==> src/rtl/data_req_bridge.sv <==
// Bridges the pipeline memory port onto an SRAM-like data bus.
// One request register, an in-order store/load tag FIFO and a registered response.
module data_req_bridge #(
  parameter int MAX_OUT = 2
) (
  input  logic        clk,
  input  logic        resetn,
  input  logic        mem_valid,
  input  logic        mem_wr,
  input  logic [1:0]  mem_size,
  input  logic [31:0] mem_addr,
  input  logic [31:0] mem_wdata,
  output logic        mem_ready,
  output logic        resp_valid,
  output logic        resp_wr,
  output logic        resp_err,
  output logic [31:0] resp_rdata,
  output logic        data_req,
  output logic        data_wr,
  output logic [1:0]  data_size,
  output logic [31:0] data_addr,
  output logic [31:0] data_wdata,
  input  logic [31:0] data_rdata,
  input  logic        data_addr_ok,
  input  logic        data_data_ok
);

  localparam logic [2:0] MAXC = 3'(MAX_OUT);
  localparam logic [1:0] MAXP = 2'(MAX_OUT - 1);

  typedef struct packed {
    logic        wr;
    logic [1:0]  size;
    logic [31:0] addr;
    logic [31:0] wdata;
  } req_t;

  logic       pend;
  req_t       req_q;
  logic [2:0] cnt;
  logic [1:0] wptr;
  logic [1:0] rptr;
  logic [3:0] tag_q;
  logic       err_q;

  logic mis;
  logic accept;
  logic acc_ok;
  logic acc_err;
  logic push;
  logic pop;

  function automatic logic [1:0] nxt_ptr(input logic [1:0] p);
    return (p == MAXP) ? 2'd0 : p + 2'd1;
  endfunction

  // Alignment check on the presented access
  always_comb begin
    mis = 1'b0;
    unique case (mem_size)
      2'd0:    mis = 1'b0;
      2'd1:    mis = mem_addr[0];
      2'd2:    mis = |mem_addr[1:0];
      default: mis = 1'b1;
    endcase
  end

  // Errors wait for the bus to drain so responses stay in order
  always_comb begin
    mem_ready = resetn & ~pend & (cnt < MAXC) & ~err_q;
    if (mis && cnt != 3'd0)
      mem_ready = 1'b0;
  end

  assign accept  = mem_valid & mem_ready;
  assign acc_ok  = accept & ~mis;
  assign acc_err = accept & mis;
  assign push    = pend & data_addr_ok;
  assign pop     = data_data_ok & (cnt != 3'd0);

  assign data_req   = pend;
  assign data_wr    = req_q.wr;
  assign data_size  = req_q.size;
  assign data_addr  = req_q.addr;
  assign data_wdata = req_q.wdata;

  // Request register: loaded on accept, released by addr_ok
  always_ff @(posedge clk or negedge resetn) begin
    if (!resetn) begin
      pend  <= 1'b0;
      req_q <= '0;
    end else if (acc_ok) begin
      pend        <= 1'b1;
      req_q.wr    <= mem_wr;
      req_q.size  <= mem_size;
      req_q.addr  <= mem_addr;
      req_q.wdata <= mem_wdata;
    end else if (push) begin
      pend <= 1'b0;
    end
  end

  // Outstanding count and tag FIFO pointers
  always_ff @(posedge clk or negedge resetn) begin
    if (!resetn) begin
      cnt  <= 3'd0;
      wptr <= 2'd0;
      rptr <= 2'd0;
    end else begin
      unique case ({push, pop})
        2'b10:   cnt <= cnt + 3'd1;
        2'b01:   cnt <= cnt - 3'd1;
        default: cnt <= cnt;
      endcase
      if (push)
        wptr <= nxt_ptr(wptr);
      if (pop)
        rptr <= nxt_ptr(rptr);
    end
  end

  // Tag storage: remembers store/load per issued request
  always_ff @(posedge clk or negedge resetn) begin
    if (!resetn)
      tag_q <= '0;
    else if (push)
      tag_q[wptr] <= req_q.wr;
  end

  // Error flag blocks new accepts for the error response cycle
  always_ff @(posedge clk or negedge resetn) begin
    if (!resetn)
      err_q <= 1'b0;
    else
      err_q <= acc_err;
  end

  // Registered one-cycle response pulse
  always_ff @(posedge clk or negedge resetn) begin
    if (!resetn) begin
      resp_valid <= 1'b0;
      resp_wr    <= 1'b0;
      resp_err   <= 1'b0;
      resp_rdata <= '0;
    end else if (acc_err) begin
      resp_valid <= 1'b1;
      resp_wr    <= mem_wr;
      resp_err   <= 1'b1;
      resp_rdata <= '0;
    end else if (pop) begin
      resp_valid <= 1'b1;
      resp_wr    <= tag_q[rptr];
      resp_err   <= 1'b0;
      resp_rdata <= tag_q[rptr] ? 32'd0 : data_rdata;
    end else begin
      resp_valid <= 1'b0;
      resp_wr    <= 1'b0;
      resp_err   <= 1'b0;
      resp_rdata <= '0;
    end
  end

endmodule
==> config.mk <==
export PLATFORM = sky130hd
export DESIGN_NAME = data_req_bridge
export DESIGN_NICKNAME = d
export VERILOG_FILES = /design/src/rtl/data_req_bridge.sv
export SDC_FILE = /design/constraint.sdc
export NUM_CORES = 1
export LEC_CHECK = 0
export ABC_AREA = 1
export BUFFER_PORTS_ARGS = -buffer_cell sky130_fd_sc_hd__buf_2
export CAP_MARGIN = 15
export CORE_UTILIZATION = 50
export DETAILED_ROUTE_END_ITERATION = 12
export PLACE_DENSITY = 0.85
export REMOVE_ABC_BUFFERS = 1
export SYNTH_ARGS = -nofsm -noshare
export SYNTH_HDL_FRONTEND = slang
export SYNTH_SLANG_ARGS = --single-unit
==> constraint.sdc <==
create_clock -name clk -period 3.41 [get_ports clk]
set_clock_uncertainty 0.2 [all_clocks]
set_input_delay 0.341 -clock clk [delete_from_list [all_inputs] [get_ports clk]]
set_output_delay 0.341 -clock clk [all_outputs]
set_load 0.02 [all_outputs]
==> results.yml <==
status:
  status: "complete, no violations"
route:
  drtAntennaViolNets: 0
  num_vias: 4296
  drc_errors: 0
  via_per_inst: 4.805
  post_drt_wl_per_cell_um: 15.49
  first_pass_iters: 4
  routed_wl_mm: 13.85
  drt_iter0_drc: 204
clock_network:
  postCtsResizedCells: 0
  cts_buffers: 17
  cts_num_sinks: 114
  clk-insertion-delay-late_ns: 0.49
  htreeDepth: 4
  postCtsSetupBuffers: 0
  cts-root-buf: "clkbuf_8"
  clockBufferDepth: 2
  path_clk_slew_ns: 0.05
  cts_hold_buffers: 103
  cts_tree: "done"
floorplanning:
  die_h_um: 95.94
  dieArea_um2: 9204
  io_pins: 208
  coreArea_um2: 8382
  rows: 33
  start_util: 0.5263
  die_w_um: 95.94
synthesis:
  yosys-top-cells-area: "dfrtp_1 65%, inv_1 9.6%, nand2_1 6.7%"
  synth_top_area_frac: 0.6466
  yosysSeqAreaShare: 0.6466
  ys_warn_count: 0
  ys.flop_type: "dfrtp_1"
  netlist_instances: 462
  syn_area_per_cell_um2: 9.549
  synth_area_um2: 4412
  synthArstFlopShare: 1.000
  synth-seq-cells: 114
  synth_cell_type_count: 23
  yosysTopAreaCell: "dfrtp_1"
  synth_edf_count: 0
cells_and_area:
  drive_above_1_share: 0.3118
  final_core_util: 0.8501
  layout_common_cells: "206 x buf_2, 114 x dfrtp_1, 113 x inv_1"
  diodes: 0
  design_area_um2: 7126
  fin_nets: 883
  layout_commonest_cell: "buf_2"
  area_delta_synth_final_pct: 61.51
critical_path:
  r2r-start: "data_req"
  path_max_fanout: 75
  reg2reg_to: "data_wdata[19]"
  cp.required_ns: 3.57
  startpoint_type: "primary input"
  ff2ff_path_depth: 7
  crit_start: "mem_size[0]"
  arrival_ns: 2.57
  crit_path_end: "data_wdata[19]"
  r2r_slack_ns: 1.19
  critPathKind: "in2reg"
  endpoint_kind: "flip-flop"
power:
  p_per_area_nw_per_um2: 869.3
  combPwrFrac: 0.355
  clockPowerShare: 0.287
  ir_worst_vdd_mv: 0.4506
  seqPwrFrac: 0.358
  switching_share: 0.3777
  p_leak_uw: 0.004142
  p_switching_uw: 2340
  p_int_uw: 3854
placement:
  place_area_um2: 5493
  dp_slack_ns: 1.239
  gp_congestion: 0.7824
  dp_hpwl_mm: 7.401
  port_buffers: 207
timing:
  period_share: 0.7058
  fin_crit_ns: 2.407
  fin_ws_ns: 1.003
  setup-tns-final_ns: 0
  relSlewSlack: 0.3093
  drv_slew: 0
  fmax_ghz: 0.4155
  rsz0062_at_grt: "false"
  worst_pin_slew_ns: 1.034
  setup_viol: 0
  hold_viol: 0
global_route:
  first_global_vias: 4642
  antenna_found_initial: 0
  grt_max_degree: 76
  grt_overflow_total: 0
  track_usage: 0.3136
  grt_first_pass_wirelength_mm: 21.18
hold_path:
  hold_class: "reg2reg"
flow_run:
  maxCapViolations: 0
[logic make-up (layout without fill, tap and decap cells)]
logic type                 count (synthesis)  in the layout  share of synthesized area
DFF                                      114            114                     0.6466
AOI/OAI and AO/OA                         82             82                    0.09331
adders and majority gates                  2              2                   0.007374
and+or+nand+nor                          129            129                     0.1197
buffers and inverters                    131            458                     0.1251
xor gates and xnor gates                   4              4                   0.007942
[state kept, by name, indices dropped and copies added (netlist names), 2 cells and up]
signal	flops
data_addr	32
data_wdata	32
resp_rdata	32
tag_q	4
cnt	3
data_size	2
rptr	2
wptr	2
[layout make-up]
cell class / instances / area [um^2]
flip-flops and latches: 114 / 2853
repair buffers: 313 / 2105
fillers: 411 / 1256
multi-input cells: 217 / 1007
clock buffers: 22 / 473.0
inverters: 114 / 427.9
well taps: 105 / 131.4
clock inverters: 9 / 128.9
[Yosys cell counts (2+ instances only)]
library cell	instances
dfrtp_1	114
inv_1	113
nand2_1	79
o21ai_1	50
nor2_1	37
o21ai_0	25
nand3_1	7
a21oi_1	6
buf_6	6
clkbuf_1	5
buf_4	3
xor2_1	3
buf_2	2
nand2_2	2
nor2_4	2
[worst min-delay path by stage]
stage | to | slack [ns] | start | cells past startpoint
final | data_addr[17] | 0.29 | data_addr[17] | 2
after global routing | data_addr[26] | 0.32 | data_addr[26] | 2
after CTS | data_addr[0] | 0.28 | data_addr[0] | 2
after detailed placement | data_addr[0] | 0.27 | data_addr[0] | 2
after global placement | data_wdata[30] | 0.26 | data_wdata[30] | 2
after floorplan | cnt[0] | -0.15 | resetn | 0
[metrics by stage]
stage          hold slack (ns)  std cells  power [uW]
5_1_grt                 0.3166        894        6527
2_1_floorplan          -0.1546        445        3420
4_1_cts                 0.2838        894        6126
3_5_place_dp            0.2698        760        4247
6_report                0.2864        894        6194
3_3_place_gp            0.2609        760        4157
[power by group through the flow]
stage / combinational (uW) / clock, uW / sequential [uW]
after global routing: 2390 / 1860 / 2280
final: 2200 / 1780 / 2220
after floorplan: 580 / 0 / 2840
after global placement: 1970 / 0 / 2190
after CTS: 2140 / 1790 / 2190
after detailed placement: 2040 / 0 / 2200
[metal layers]
metal / vias up / global-route usage / part of all wire / routed length, um
met3: 54 / 0.1035 / 0.078 / 1084
li1: 2013 / - / - / -
met4: 0 / 0.1480 / 0.036 / 495
met2: 229 / 0.5935 / 0.53 / 7363
met5: - / 0 / 0 / 0
met1: 2000 / 0.3040 / 0.35 / 4902
[critical path: stages]
cell,delay [ns]
dlygate4sd3_1,0.54
buf_2,0.14
nor2_1,0.12
nand2_1,0.12
nand2_2,0.13
nand3_4,0.49
buf_12,0.43
nand2_1,0.12
o21ai_0,0.10
Note: power is estimated with default switching activity, not from simulation.
